**config.mk**
```make
export PLATFORM = sky130hd
export DESIGN_NAME = phase_search_ctrl
export DESIGN_NICKNAME = d
export VERILOG_FILES = /design/src/rtl/phase_search_ctrl.sv
export SDC_FILE = /design/constraint.sdc
export NUM_CORES = 1
export LEC_CHECK = 0
export BUFFER_PORTS_ARGS = -buffer_cell sky130_fd_sc_hd__clkbuf_2
export CORE_AREA = 2 2 173 175
export DETAILED_ROUTE_END_ITERATION = 6
export DIE_AREA = 0 0 175 177
export PLACE_DENSITY = 0.57
export SLEW_MARGIN = 20
export SYNTH_ARGS = -nofsm -noshare
export SYNTH_HDL_FRONTEND = slang
export SYNTH_SLANG_ARGS = --single-unit
```
**constraint.sdc**
```tcl
create_clock -name clock -period 7 [get_ports clock]
set_input_delay 0.7 -clock clock [delete_from_list [all_inputs] [get_ports clock]]
set_output_delay 0.7 -clock clock [all_outputs]
set_load 0.1 [all_outputs]
```
**src/rtl/phase_search_ctrl.sv**
```systemverilog
// rtl/phase_search_ctrl.sv - RX sampling-phase sweep, lock and BER monitor controller
module phase_search_ctrl #(
  parameter int OS        = 4,
  parameter int NB_OFFSET = 2,
  parameter int NB_COUNT  = 64,
  parameter int WINDOW    = 511,
  parameter int SETTLE    = 16,
  parameter int TIMEOUT   = 2044,
  parameter int LOCK_THR  = 0
) (
  input  logic                 clock,
  input  logic                 i_reset,
  input  logic                 i_enable,
  input  logic                 i_valid,
  input  logic                 i_restart,
  input  logic [NB_COUNT-1:0]  i_errors,
  input  logic [NB_COUNT-1:0]  i_bits,
  output logic [NB_OFFSET-1:0] o_offset,
  output logic                 o_ber_clear,
  output logic                 o_locked,
  output logic                 o_searching,
  output logic [NB_COUNT-1:0]  o_best_errors,
  output logic [2:0]           o_state
);

  localparam int NB_CNT = $clog2(TIMEOUT + 1);
  localparam logic [NB_COUNT-1:0]  ALL_ONES  = {NB_COUNT{1'b1}};
  localparam logic [NB_COUNT-1:0]  WIN       = NB_COUNT'(WINDOW);
  localparam logic [NB_COUNT-1:0]  THR       = NB_COUNT'(LOCK_THR);
  localparam logic [NB_CNT-1:0]    SET_LAST  = NB_CNT'(SETTLE - 1);
  localparam logic [NB_CNT-1:0]    TO_LAST   = NB_CNT'(TIMEOUT - 1);
  localparam logic [NB_OFFSET-1:0] LAST_TRY  = NB_OFFSET'(OS - 1);

  typedef enum logic [2:0] {
    S_IDLE = 3'd0, S_SETTLE = 3'd1, S_CLEAR = 3'd2,
    S_MEASURE = 3'd3, S_EVAL = 3'd4, S_LOCKED = 3'd5
  } state_t;

  state_t              state_q, state_d;
  logic [NB_CNT-1:0]   cnt_q, cnt_d;
  logic [NB_OFFSET-1:0] trial_q, trial_d, offset_q, offset_d, best_off_q, best_off_d;
  logic [NB_COUNT-1:0] best_q, best_d, err_q, err_d, best_out_q, best_out_d;
  logic                clr_q, clr_d, locked_q, searching_q;
  logic                start_sweep;
  logic [NB_COUNT-1:0] cand_err;
  logic [NB_OFFSET-1:0] cand_off;

  always_comb begin
    state_d     = state_q;
    cnt_d       = cnt_q;
    trial_d     = trial_q;
    offset_d    = offset_q;
    best_d      = best_q;
    best_off_d  = best_off_q;
    best_out_d  = best_out_q;
    err_d       = err_q;
    clr_d       = 1'b0;
    start_sweep = 1'b0;
    cand_err    = (err_q < best_q) ? err_q : best_q;
    cand_off    = (err_q < best_q) ? trial_q : best_off_q;

    case (state_q)
      S_IDLE: if (i_enable) start_sweep = 1'b1;
      S_SETTLE: begin
        if (i_valid) begin
          if (cnt_q == SET_LAST) begin
            state_d = S_CLEAR;
            cnt_d   = '0;
          end else begin
            cnt_d = cnt_q + 1'b1;
          end
        end
      end
      S_CLEAR: begin
        cnt_d   = '0;
        state_d = S_MEASURE;
      end
      S_MEASURE: begin
        if (i_bits >= WIN) begin
          err_d   = i_errors;
          state_d = S_EVAL;
        end else if (i_valid) begin
          if (cnt_q == TO_LAST) begin
            err_d   = ALL_ONES;
            state_d = S_EVAL;
          end else begin
            cnt_d = cnt_q + 1'b1;
          end
        end
      end
      S_EVAL: begin
        cnt_d = '0;
        if (trial_q < LAST_TRY) begin
          best_d     = cand_err;
          best_off_d = cand_off;
          trial_d    = trial_q + 1'b1;
          offset_d   = trial_q + 1'b1;
          state_d    = S_SETTLE;
        end else begin
          best_out_d = cand_err;
          if (cand_err <= THR) begin
            best_d     = cand_err;
            best_off_d = cand_off;
            offset_d   = cand_off;
            clr_d      = 1'b1;
            state_d    = S_LOCKED;
          end else begin
            start_sweep = 1'b1;
          end
        end
      end
      S_LOCKED: begin
        // The cycle the clear pulse is out, i_bits still holds the previous window.
        if (!clr_q && (i_bits >= WIN)) begin
          if (i_errors <= THR) begin
            clr_d = 1'b1;
            cnt_d = '0;
          end else begin
            start_sweep = 1'b1;
          end
        end else if (i_valid) begin
          if (cnt_q == TO_LAST) start_sweep = 1'b1;
          else                  cnt_d = cnt_q + 1'b1;
        end
      end
      default: state_d = S_IDLE;
    endcase

    if (start_sweep || (i_restart && state_q != S_IDLE)) begin
      state_d    = S_SETTLE;
      trial_d    = '0;
      offset_d   = '0;
      best_d     = ALL_ONES;
      best_off_d = '0;
      cnt_d      = '0;
      clr_d      = 1'b0;
    end

    if (!i_enable) begin
      state_d  = S_IDLE;
      offset_d = offset_q;
      cnt_d    = '0;
      clr_d    = 1'b0;
    end
  end

  always_ff @(posedge clock or negedge i_reset) begin
    if (!i_reset) begin
      state_q     <= S_IDLE;
      cnt_q       <= '0;
      trial_q     <= '0;
      offset_q    <= '0;
      best_q      <= ALL_ONES;
      best_off_q  <= '0;
      best_out_q  <= ALL_ONES;
      err_q       <= '0;
      clr_q       <= 1'b0;
      locked_q    <= 1'b0;
      searching_q <= 1'b0;
    end else begin
      state_q     <= state_d;
      cnt_q       <= cnt_d;
      trial_q     <= trial_d;
      offset_q    <= offset_d;
      best_q      <= best_d;
      best_off_q  <= best_off_d;
      best_out_q  <= best_out_d;
      err_q       <= err_d;
      clr_q       <= clr_d || (state_d == S_CLEAR);
      locked_q    <= (state_d == S_LOCKED);
      searching_q <= (state_d == S_SETTLE) || (state_d == S_CLEAR) ||
                     (state_d == S_MEASURE) || (state_d == S_EVAL);
    end
  end

  assign o_offset      = offset_q;
  assign o_ber_clear   = clr_q;
  assign o_locked      = locked_q;
  assign o_searching   = searching_q;
  assign o_best_errors = best_out_q;
  assign o_state       = state_q;

endmodule
```
## Yosys cells after proc, flatten, opt, wreduce, memory -nomap -nowiden

Cells that the tools add are included.

- Latch bits: 0
- Register bits after elaboration: 215
- Input port bits: 133
- Memories kept: 0
- Output and inout port bits: 72
- Memory bits (read-only): 0
- Logic and storage cells: 112
- Bits in writable memories: 0

- Equality and inequality tests: 16
- Shift-type cells: 0
- Div/mod/pow operators: 0
- Add/sub/neg operators: 2
- Multiplexer cells: 54
- Reductions and logical operators: 23
- $mul: 0
- Order comparisons: 5
- Bitwise operators: 1

Operators with widths:

| operator | number |
|---|---|
| 2-to-1 mux 64 bit | 8 |
| <= comparator 64 x 1 -> 1 bit, second input constant | 2 |
| 2-to-1 mux 11 bit | 9 |
| >= comparator 64 x 9 -> 1 bit, second input constant | 1 |
| < comparator 64 bit | 1 |
| case mux 11 bit (4 select lines) | 1 |
| 2-to-1 mux 3 bit | 9 |
| 2-to-1 mux 2 bit | 11 |
| case mux 3 bit (5 select lines) | 1 |
| 2-to-1 mux 1 bit | 13 |
| == test 3 x 2 -> 1 bit, second input constant | 4 |
| == test 3 bit, second input constant | 4 |
| adder 11 x 1 -> 11 bit, second input constant | 1 |
| == test 11 bit, second input constant | 1 |
| == test 11 x 4 -> 1 bit, second input constant | 1 |
| inequality test 4 bit, second input constant | 2 |
| nonzero test 2 bit | 4 |
| == test 3 x 1 -> 1 bit, second input constant | 2 |
| inequality test 6 x 2 -> 1 bit, second input constant | 1 |
| AND reduction 2 bit | 3 |
| AND reduction 3 bit | 2 |
| nonzero test 3 bit | 2 |
| logical OR 1 bit | 5 |
| inequality test 5 bit, second input constant | 1 |
| 10 further kinds | 12 |

## Longest topological paths before layout

Gate-level depths: netlist (run 1).

- Depth in word-level cells: 13
- Mapped depth: 13
- Gate-level depth less buffers: 11

## Worst setup path after synthesis (run 1)

No wires, ideal clock.

- Path type: reg2reg
- Start: register best_q[33]
- End: register best_q[43]
- Path buffers: 2
- Slack: 4,064 ps
- Data required time: 6,915 ps
- Arrival time: 2,851 ps
- Stages on the path, launching flop included: 14
- Setup time: 85 ps
- Period minus slack after synthesis: 2,936 ps
- Path through: dfstp_2 -> inv_1 -> ha_1 -> a21o_1 -> a221o_1 -> a221oi_1 -> nor2_1 -> nor4_4 -> nand3_2 -> and2_4 -> a21oi_4 -> buf_6 -> buf_6 -> o211ai_2

- Word-level cells in the longest chain between the ends: 9
- Elaborated cells on any way between the ends: 14
- Those cells by class: 2 x order compare; 8 x mux; 4 x reduce/logical

Ends and longest elaborated chain:

| what | RTL line | text |
|---|---|---|
| from (decl) | 42 | `logic [NB_COUNT-1:0] best_q, best_d, err_q, err_d, best_out_q, best_out_d;` |
| from (signal assigned) | 165 | `best_q <= best_d;` |
| < comparator 64 bit | 59 | `cand_err = (err_q < best_q) ? err_q : best_q;` |
| 2-to-1 mux 64 bit (*) | 59 |  |
| <= comparator 64 x 1 -> 1 bit | 101 | `if (cand_err <= THR) begin` |
| 2-to-1 mux 1 bit | 101 |  |
| 2-to-1 mux 1 bit | 93 | `if (trial_q < LAST_TRY) begin` |
| case mux 1 bit (3 select lines) | 62 | `case (state_q)` |
| logical OR 1 bit | 129 | `if (start_sweep \|\| (i_restart && state_q != S_IDLE)) begin` |
| nonzero test 3 bit (no source line) or nonzero test 2 bit (tied branches) | - |  |
| AND reduction 2 bit (no source line) | - |  |

Mark *: on every way between the ends. The rest lies on a longest branch, timed or not. The select of a mux whose other input is x is not followed.
A chain may end at the register's enable or synchronous reset.

## Worst setup path after layout (run 1)

- Start: register best_q[60]
- End: register best_out_q[1] (netlist: o_best_errors[1])

- Word-level cells in the longest chain between the ends: 2

Ends and longest elaborated chain:

| what | RTL line | text |
|---|---|---|
| < comparator 64 bit | 59 |  |
| 2-to-1 mux 64 bit | 59 |  |
| to (signal assigned) | 167 | `best_out_q <= best_out_d;` |
| to (decl) | 42 |  |

No other way between the ends.

==> flow_metrics.py, run 1 <==
metrics = {
    "status": {
        "status": "completed",
    },
    "finish": {
        "layout-drive-gt1-share": 0.303,
        "layout.nets": 1514,
        "finish.instance_area_mm2": 0.0137,
        "area_growth_synth_to_finish_pct": 18.3,
        "antenna_cells_inserted": 0,
        "multi_input_area_mm2": 0.00548,
        "layout_common_cells": "clkbuf_2 (203), nand2_1 (166), dfstp_2 (128), dfrtp_1 (87), o21ai_0 (79)",
        "final-seq-area_mm2": 0.00554,
        "post-route-util": 0.468,
        "layout.cells.most_common": "clkbuf_2",
        "n_fill_cell": 2784,
    },
    "sta": {
        "max_freq_mhz": 221,
        "fin_skew_ns": 0.0150,
        "final-hold-violation-count": 0,
        "timing.final.setup_violations": 0,
        "whs_ns": 0.183,
        "worst_pin_slew_ns": 0.923,
        "finalWorstPathRequiredPeriod_ns": 4.53,
        "final-max-slew-violation-count": 0,
        "rsz0062_at_grt": "false",
        "final_total_negative_setup_slack_ns": 0,
        "max_slew_margin": 0.385,
        "final_critical_path_share_of_the_clock_period": 0.648,
    },
    "clock_network": {
        "clock_sinks": 215,
        "cts-root-to-sink-buffers": 3,
        "clock_insertion_delay_worst_skew_ns": 0.52,
        "h-tree-depth": 1,
        "cts_made_buffers": 25,
        "cts-resized-gates": 0,
        "ctsHoldBuffers": 0,
        "cts-root-buf": "clkbuf_16",
        "cts_tree": "yes",
        "worst_setup_hold_path_clk_slew_ns": 0.06,
        "cts_setup_buffers": 0,
    },
    "logic_synthesis": {
        "synth.top_cells.by_area": "dfstp_2 (29%), dfrtp_1 (19%), ha_1 (7.0%)",
        "async_reset_ff_frac": 1.00,
        "synth_enable_flop_cells": 0,
        "synth_sequential_area_ratio": 0.480,
        "ys_seq_elements": 215,
        "prevailing_post_synth_register_cell": "dfstp_2",
        "synth.distinct_cells": 69,
        "syn_nets": 1339,
        "synth.cell_area_mm2": 0.0116,
        "syn_area_per_cell_um2": 10.1,
        "netlist.area_leader.share": 0.291,
        "synth_top_area_cell": "dfstp_2",
        "synth_cells": 1141,
        "yosysWarningCount": 0,
    },
    "critical_path": {
        "timing.critical_path.slowest_stage_cell": "nand2_4",
        "cp_num_buf_inv": 2,
        "regToRegEndpoint": "o_best_errors[1]",
        "critical-path-max-stage-delay_ns": 0.68,
        "worstRegToRegCells": 11,
        "timing_worst_setup_path_type": "reg -> reg",
        "cp-start-kind": "register",
        "timing.critical_path.from": "best_q[60]",
        "endpoint_kind": "register",
        "critical_path_peak_fanout": 41,
        "worstPathCellList": "inv_1 -> ha_1 -> nand4_1 -> nor3_1 -> nand3_1 -> o41ai_1 -> a31oi_1 -> nand2_4 -> buf_4 -> mux2i_1 -> o21ai_0",
        "worst_path_top_cell_family_by_delay": "simple AND/OR/NAND/NOR gates",
        "reg2reg_setup_slack_ns": 2.47,
        "cp.arrival_ns": 4.96,
        "worst_ep_required_time_ns": 7.42,
        "rr_startpoint": "best_q[60]",
    },
    "drt": {
        "wl_per_cell_um": 19.5,
        "antenna_violating_nets_post_route": 0,
        "detailedRoute.firstIterationViolations": 556,
        "vias_per_cell": 5.59,
        "totalWireLength_um": 33700,
        "dr.pass1.iters": 5,
        "via_count": 9631,
        "drc_markers": 0,
    },
    "placement": {
        "place.gp.congestion": 0.877,
        "numPortBuffers": 204,
        "post-dp-hpwl_um": 24000,
        "placedInstanceArea_mm2": 0.0129,
    },
    "global_route": {
        "grtUsageMet2": 0.339,
        "grt_usage": 0.216,
        "grt_max_degree": 152,
        "gr-total-overflow": 0,
        "grt_pass1_vias": 9315,
        "antenna_violations_before_repair": 0,
        "grt_first_pass_wirelength_um": 53000,
        "global_route.peak_usage_layer": "met2",
        "groute.layer.met3.usage": 0.0258,
        "grt_util_met1": 0.319,
    },
    "power": {
        "switching_power_uw": 617,
        "p_int_uw": 2020,
        "clock_power_share": 0.474,
        "p_comb_frac": 0.051,
        "swShare": 0.234,
        "power.density_cell_area_mw_per_mm2": 193,
        "vdd_drop_max_v": 0.000156,
        "static-leakage-power_uw": 0.00627,
        "seq_power_share": 0.475,
    },
    "floorplanning": {
        "die-area_mm2": 0.0310,
        "initial_core_util": 0.395,
        "die_w_um": 175,
        "die_y_um": 177,
        "placementRows": 63,
        "num_io_pins": 205,
        "floorplan.core_area_mm2": 0.0292,
    },
    "min_path": {
        "hold_wc_path_type": "in -> async",
    },
    "job": {
        "timing.max_cap.violations": 0,
    },
}
through the flow:
step	total power, uW	setup WS [ns]	instances
floorplan	1310	4.06	1141
global placement	1400	2.54	1678
detailed placement	1400	2.39	1678
CTS	2660	2.38	1723
global route	2720	2.25	1724
finish	2630	2.47	1724
registers in the layout, indices dropped and copies added (netlist names):
register       count
cnt_q             11
trial_q            2
o_locked           1
best_q            64
err_q             64
o_ber_clear        1
o_offset           2
o_best_errors     64
o_searching        1
o_state            3
best_off_q         2
synth_stat cells (3+ instances only):
master    number
nand4_1       29
dfstp_2      128
mux2i_1       68
o21ai_0       79
a211oi_1       3
o211ai_1      56
buf_1          4
nor2b_1        5
nand3_1       13
a22oi_1        3
nand2_1      168
buf_2         17
o31a_1         3
a221oi_1       4
o211ai_2       9
ha_1          65
dfrtp_1       87
or3_1          4
o31ai_1        5
o22a_1        64
clkbuf_1      35
and3_1         7
and2_1         3
inv_1         69
nor4_1        66
and4_1         5
buf_4          6
a21oi_1       35
nor2_1        25
nand2b_1       7
nor3_1        18
a21o_1         5
cells by family (layout without fill, tap and decap cells):
| kind of cell | count (synthesis) | after routing | synth area share |
|---|---|---|---|
| muxes | 70 | 70 | 0.0609 |
| buffers and inverters | 133 | 326 | 0.0483 |
| adders and majority gates | 65 | 65 | 0.0704 |
| AOI/OAI and AO/OA | 294 | 294 | 0.184 |
| and+or+nand+nor | 362 | 362 | 0.156 |
| DFF | 215 | 215 | 0.480 |
| xor gates and xnor gates | 2 | 2 | 0.00152 |
layout make-up:
class	count	share of cell area
Clock buffer	40	0.0543
Tap cell	390	0.0357
Multi-Input combinational cell	793	0.401
Sequential cell	215	0.405
Timing Repair Buffer	212	0.0821
Inverter	69	0.0189
Clock inverter	5	0.00265
worst max-delay path by stage:
stage               slack (ns)          endpoint  depth (start not counted)
floorplan                 4.06        best_q[43]                         13
global placement          2.54        best_q[29]                         12
detailed placement        2.39         best_q[1]                         12
CTS                       2.38        best_q[27]                         12
global route              2.25  o_best_errors[1]                         11
finish                    2.47  o_best_errors[1]                         11
power groups by stage:
stage | sequential, uW | combinational (uW) | clock, uW
6_report | 1250 | 133 | 1250
5_1_grt | 1250 | 145 | 1330
4_1_cts | 1250 | 131 | 1280
3_5_place_dp | 1270 | 130 | 0
3_3_place_gp | 1270 | 130 | 0
2_1_floorplan | 1280 | 35.8 | 0
routing by layer:
metal | up-vias | share of wire
li1 | 4589 | -
met1 | 4770 | 0.48
met2 | 237 | 0.46
met3 | 35 | 0.042
met4 | 0 | 0.019
met5 | - | 0
No activity file was read; power rests on OpenSTA's default activity.
==> run 2: changes to the inputs <==
Settings changed: ABC_AREA from default to 1, CORE_AREA 2 2 173 175 to 2 2 177 179, DIE_AREA 0 0 175 177 to 0 0 179 181.
Clock period 7 ns to 4.22 ns, I/O delays scaled along.
==> run 2 against run 1 <==
Effect of this change: the run now ends with hold timing left; critical path depth up 16; global-route usage down 1.2 points; synthesized area up 4.5%; design area up 5.2%; total power up 71%; sequential share of layout area down 2.0 points; count of clock-buffer cells in the layout down 5; die area up 4.6%; first-iteration DRC count down 6.3%; critical path type unchanged.
==> flow_metrics.py, run 2 <==
metrics = {
    "drt": {
        "detailedRoute.firstIterationViolations": 521,
        "drc_markers": 0,
        "antenna_violating_nets_post_route": 0,
        "dr.pass1.iters": 5,
        "wl_per_cell_um": 15.3,
        "vias_per_cell": 4.97,
        "via_count": 10700,
        "totalWireLength_um": 33100,
    },
    "critical_path": {
        "rr_startpoint": "best_q[5]",
        "timing_worst_setup_path_type": "reg -> reg",
        "regToRegEndpoint": "best_q[61]",
        "cp.arrival_ns": 4.23,
        "worstRegToRegCells": 27,
        "crit_path_capture": "best_q[61]",
        "cp-start-kind": "register",
        "worst_ep_required_time_ns": 4.66,
        "endpoint_kind": "register",
        "timing.critical_path.from": "best_q[5]",
        "critical_path_peak_fanout": 32,
        "reg2reg_setup_slack_ns": 0.43,
    },
    "sta": {
        "final-max-slew-violation-count": 0,
        "whs_ns": -0.0173,
        "rsz0062_at_grt": "false",
        "worst_pin_slew_ns": 0.834,
        "max_slew_margin": 0.444,
        "max_freq_mhz": 264,
        "fin_skew_ns": 0.0111,
        "finalWorstPathRequiredPeriod_ns": 3.79,
        "final_critical_path_share_of_the_clock_period": 0.899,
        "final_total_negative_setup_slack_ns": 0,
        "timing.final.setup_violations": 0,
        "final-hold-violation-count": 3,
    },
    "floorplanning": {
        "floorplan.core_area_mm2": 0.0303,
        "placementRows": 64,
        "num_io_pins": 205,
        "initial_core_util": 0.398,
        "die_y_um": 181,
        "die-area_mm2": 0.0324,
        "die_w_um": 179,
    },
    "clock_network": {
        "h-tree-depth": 1,
        "cts_setup_buffers": 0,
        "clock_sinks": 215,
        "cts_tree": "yes",
        "cts_made_buffers": 24,
        "worst_setup_hold_path_clk_slew_ns": 0.06,
        "cts-root-buf": "clkbuf_16",
        "clock_insertion_delay_worst_skew_ns": 0.52,
        "cts-root-to-sink-buffers": 3,
    },
    "global_route": {
        "grt_first_pass_wirelength_um": 53500,
        "grt_pass1_vias": 10300,
        "antenna_violations_before_repair": 0,
        "grt_max_degree": 130,
        "gr-total-overflow": 0,
        "grt_usage": 0.204,
    },
    "logic_synthesis": {
        "synth_sequential_area_ratio": 0.459,
        "synth.cell_area_mm2": 0.0121,
        "yosysWarningCount": 0,
        "synth_enable_flop_cells": 0,
        "netlist.area_leader.share": 0.278,
        "yosysMostFrequentCell": "nand2_1",
        "synth_top_area_cell": "dfstp_2",
        "syn_nets": 1768,
        "async_reset_ff_frac": 1.00,
        "ys_seq_elements": 215,
        "synth.distinct_cells": 40,
        "synth.top_cells.by_area": "dfstp_2 (28%), dfrtp_1 (18%), nand2_1 (9.0%)",
        "syn_area_per_cell_um2": 7.69,
        "prevailing_post_synth_register_cell": "dfstp_2",
        "synthTopCellsByCount": "nand2_1 (290), inv_1 (243), a21oi_1 (172)",
        "synth_cells": 1570,
    },
    "finish": {
        "antenna_cells_inserted": 0,
        "finish.cell_count_without_fillers": 2163,
        "layout.nets": 1947,
        "layout-drive-gt1-share": 0.231,
        "n_fill_cell": 2978,
        "layout.cells.most_common": "nand2_1",
        "multi_input_area_mm2": 0.00532,
        "area_growth_synth_to_finish_pct": 19.0,
        "final-seq-area_mm2": 0.00554,
        "layout_common_cells": "nand2_1 (286), inv_1 (241), clkbuf_2 (203), a21oi_1 (172), nor2_1 (167)",
        "finish.instance_area_mm2": 0.0144,
    },
    "placement": {
        "place.gp.congestion": 0.860,
        "post-dp-hpwl_um": 23700,
        "placedInstanceArea_mm2": 0.0135,
        "numPortBuffers": 204,
        "place.detailed.instances": 2117,
    },
    "job": {
        "timing.max_cap.violations": 0,
    },
    "power": {
        "power.total_uw": 4500,
        "vdd_drop_max_v": 0.000297,
        "static-leakage-power_uw": 0.00803,
        "power.density_cell_area_mw_per_mm2": 313,
    },
    "status": {
        "violated_checks": "hold timing",
        "status": "finished, violations left",
    },
    "min_path": {
        "hold_wc_path_type": "in -> async",
    },
}
-- run 2: cell count changes after synthesis, sizes merged, moves of 63 or more --
cell	change
mux2i	-66
a21oi	+137
o211ai	-63
nor2	+144
o21ai	+97
nand2	+124
inv	+175
o22a	-64
-- run 2: area by class of cell --
| cell class | instances | area share |
|---|---|---|
| clock inverter | 9 | 0.00696 |
| clock buffer | 35 | 0.0490 |
| inverter | 245 | 0.0642 |
| multi-input combinational | 1037 | 0.370 |
| tap | 396 | 0.0345 |
| sequential | 215 | 0.385 |
| timing repair buffer | 226 | 0.0899 |
-- run 2: logic make-up (layout without fill, tap and decap cells) --
kind of cell | count (synthesis) | count (layout) | share of synthesized area
mux | 2 | 2 | 0.00166
compound gates | 371 | 371 | 0.160
fa+ha+maj | 65 | 65 | 0.0673
buf+inv | 318 | 515 | 0.103
flops | 215 | 215 | 0.459
simple gates | 592 | 592 | 0.204
xor+xnor | 7 | 7 | 0.00508
-- run 2: worst min path at each step --
| stage | startpoint | to | slack, ns |
|---|---|---|---|
| 6_report | i_reset | err_q[59] | -0.02 |
| 5_1_grt | i_reset | err_q[59] | 0.04 |
| 4_1_cts | i_reset | err_q[52] | 0.02 |
| 3_5_place_dp | o_best_errors[25] | o_best_errors[25] | 0.48 |
| 3_3_place_gp | o_best_errors[25] | o_best_errors[25] | 0.47 |
| 2_1_floorplan | i_reset | best_off_q[0] | 0.13 |
-- run 2: what timing repair did --
item                                    4_1_cts  5_1_grt
endpoints found under the setup margin        0       29
resized for setup                             0        8
hold buffers                                  0        0
-- run 2: worst max-delay path: stages (launching register included) --
cell       delay, ns
dfstp_2         0.54
inv_1           0.04
ha_1            0.30
a21oi_1         0.13
nor2_1          0.05
nor3_1          0.14
nand2_1         0.08
nand2_1         0.06
nand2_1         0.08
nand2_1         0.07
nand2_1         0.09
nand2_2         0.11
nand2_4         0.10
clkbuf_16       0.21
nand2_1         0.07
nand2_1         0.06
nor2_1          0.15
nand2_1         0.08
nor2_1          0.12
nand2_1         0.09
nor2_2          0.14
nand2_2         0.10
nand2_2         0.11
nand3_4         0.12
buf_12          0.19
buf_4           0.20
a21oi_1         0.12
o21ai_0         0.10
-- run 2: stage by stage --
| step | setup slack (ns) | util |
|---|---|---|
| after floorplan | 1.01 | - |
| after global placement | 0.325 | 0.445 |
| after detailed placement | 0.302 | 0.445 |
| after CTS | 0.285 | 0.471 |
| after global routing | 0.0159 | 0.474 |
| final | 0.425 | 0.474 |
-- run 2: where the power goes --
group	switching [uW]	total [uW]	internal (uW)	leakage (uW)
Sequential	5.78	2080	2070	0.00221
Clock	862	2140	1280	0.000391
Combinational	198	280	81.4	0.00543
Total	1070	4500	3440	0.00803
-- run 2: per-layer routing --
layer | share of wire | track usage | vias up
met2 | 0.46 | 0.324 | 213
met5 | 0 | 0 | -
met3 | 0.047 | 0.0248 | 40
li1 | - | - | 5468
met4 | 0.017 | 0.0465 | 0
met1 | 0.48 | 0.295 | 5025
==> run 3: changes to the inputs <==
Settings changed: BUFFER_PORTS_ARGS -buffer_cell sky130_fd_sc_hd__clkbuf_2 to default, DONT_BUFFER_PORTS from default to 1, PLACE_DENSITY 0.57 to 0.51.
==> run 3 against run 2 <==
Effect of this change: the flow still finishes with violations (hold timing); total power grew 1.0%; first-iteration DRC count grew 25%; via count shrank 6.7%; setup slack gained 0.021 ns; sequential power is essentially flat; register-to-register slack gained 0.02 ns; hold slack lost 0.37 ns; fmax grew 0.57%; cell count shrank 9.4%; non-clock buffer count shrank 206; design area shrank 6.9%; wire length grew 0.37%; critical path type unchanged; highest routed layer unchanged.
==> flow_metrics.py, run 3 (synthesis results as in run 2) <==
metrics = {
    "status": {
        "status": "finished, violations left",
        "violated_checks": "hold timing",
    },
    "sta": {
        "timing.final.setup_violations": 0,
        "max_freq_mhz": 265,
        "final_total_negative_setup_slack_ns": 0,
        "fin_skew_ns": 0.0184,
        "max_slew_margin": 0.359,
        "rsz0062_at_grt": "false",
        "whs_ns": -0.391,
        "final_critical_path_share_of_the_clock_period": 0.894,
        "final-hold-violation-count": 110,
        "final-max-slew-violation-count": 0,
        "worst_setup_slack_after_layout_ns": 0.447,
        "finalWorstPathRequiredPeriod_ns": 3.77,
        "worst_pin_slew_ns": 0.961,
    },
    "critical_path": {
        "cp-start-kind": "register",
        "cp_num_buf_inv": 3,
        "worst_path_top_cell_family_by_delay": "simple AND/OR/NAND/NOR gates",
        "worst_ep_required_time_ns": 4.62,
        "timing.critical_path.slowest_stage_cell": "dfstp_2",
        "cp.arrival_ns": 4.18,
        "endpoint_kind": "register",
        "critical_path_peak_fanout": 31,
        "crit_top_cell": "nand2_1",
        "critical-path-max-stage-delay_ns": 0.54,
        "reg2reg_setup_slack_ns": 0.45,
        "timing_worst_setup_path_type": "reg -> reg",
    },
    "floorplanning": {
        "placementRows": 64,
        "initial_core_util": 0.398,
        "die-area_mm2": 0.0324,
        "die_y_um": 181,
        "num_io_pins": 205,
        "floorplan.core_area_mm2": 0.0303,
        "die_w_um": 179,
    },
    "power": {
        "seq_power_share": 0.464,
        "swShare": 0.224,
        "power.density_cell_area_mw_per_mm2": 340,
        "power.total_uw": 4550,
        "p_int_uw": 3530,
        "clock_power_share": 0.508,
        "switching_power_uw": 1020,
        "static-leakage-power_uw": 0.00716,
        "vdd_drop_max_v": 0.000288,
        "p_comb_frac": 0.028,
    },
    "clock_network": {
        "cts_setup_buffers": 0,
        "clock_sinks": 215,
        "cts_tree": "yes",
        "cts-root-to-sink-buffers": 3,
        "h-tree-depth": 1,
        "cts-root-buf": "clkbuf_16",
        "cts_made_buffers": 25,
        "worst_setup_hold_path_clk_slew_ns": 0.06,
        "clock_insertion_delay_worst_skew_ns": 0.53,
    },
    "placement": {
        "place.detailed.instances": 1913,
        "numPortBuffers": 0,
        "place.gp.congestion": 0.862,
        "post-dp-hpwl_um": 22600,
        "pre_cts_ws_ns": 0.245,
        "placedInstanceArea_mm2": 0.0125,
    },
    "finish": {
        "finish.instance_area_mm2": 0.0134,
        "finish.cell_count_without_fillers": 1959,
        "layout-drive-gt1-share": 0.134,
        "area_growth_synth_to_finish_pct": 10.8,
        "antenna_cells_inserted": 0,
        "layout_common_cells": "nand2_1 (286), inv_1 (241), a21oi_1 (172), nor2_1 (167), dfstp_2 (128)",
        "layout.nets": 1742,
        "layout.cells.most_common": "nand2_1",
    },
    "min_path": {
        "hold_wc_path_type": "in -> async",
    },
    "global_route": {
        "antenna_violations_before_repair": 0,
        "grt_max_degree": 216,
        "grt_pass1_vias": 9971,
        "gr-total-overflow": 0,
        "grt_usage": 0.209,
        "grt_first_pass_wirelength_um": 54300,
    },
    "drt": {
        "antenna_violating_nets_post_route": 0,
        "wl_per_cell_um": 16.9,
        "via_count": 10000,
        "dr.pass1.iters": 5,
        "detailedRoute.firstIterationViolations": 652,
        "vias_per_cell": 5.12,
        "totalWireLength_um": 33200,
        "drc_markers": 0,
    },
    "job": {
        "timing.max_cap.violations": 0,
    },
}
-- run 3: cell count changes in the layout (fill, tap and decap cells not counted), sizes merged --
cell and change:
inv +1, clkbuf -205, clkinvlp +1, clkinv -1
-- run 3: final timing paths --
kind | depth (start not counted) | end | start
worst min register to register | 2 | err_q[35] | err_q[35]
min in group clock | 2 | err_q[56] | i_errors[56]
max in group asynchronous | 0 | best_off_q[0] | i_reset
worst max register to register | 28 | o_searching | best_q[5]
worst max-delay path | 28 | o_searching | best_q[5]
worst min-delay path | 0 | cnt_q[4] | i_reset
-- run 3: layer usage --
layer,track usage,up-vias,part of all wire
met5,0,-,0
met4,0.0446,0,0.019
met3,0.0455,45,0.067
met2,0.318,225,0.44
met1,0.303,4703,0.48
li1,-,5050,-
-- run 3: through the flow --
stage          hold WS (ns)   util
5_1_grt              -0.418  0.441
6_report             -0.391  0.441
3_3_place_gp          0.141  0.410
4_1_cts              -0.417  0.440
3_5_place_dp          0.142  0.410
2_1_floorplan         0.126      -
-- run 3: layout make-up --
cell class	count	area (um^2)
Fill cell	3087	17000
Sequential cell	215	5540
Multi-Input combinational cell	1037	5320
Inverter	245	921
Clock buffer	36	791
Tap cell	396	495
Timing Repair Buffer	20	208
Clock inverter	10	111
-- run 3: repair_timing --
item / in CTS / in global routing
endpoints found under the setup margin: 0 / 74
hold endpoints to repair: 215 / 215
resized for setup: 0 / 7
-- run 3: power groups by stage --
| stage | clock network (uW) | logic (uW) | registers, uW |
|---|---|---|---|
| 5_1_grt | 2480 | 137 | 2110 |
| 2_1_floorplan | 0 | 76.7 | 2150 |
| 6_report | 2310 | 125 | 2110 |
| 3_5_place_dp | 0 | 124 | 2140 |
| 3_3_place_gp | 0 | 123 | 2140 |
| 4_1_cts | 2390 | 124 | 2110 |
-- run 3: worst reg2reg max path: cells and delay by family (launching register included) --
| kind | cells | cell delay [ns] |
|---|---|---|
| compound gates | 3 | 0.36 |
| fa+ha+maj | 1 | 0.30 |
| buf+inv | 3 | 0.42 |
| flops | 1 | 0.54 |
| simple gates | 21 | 2.05 |
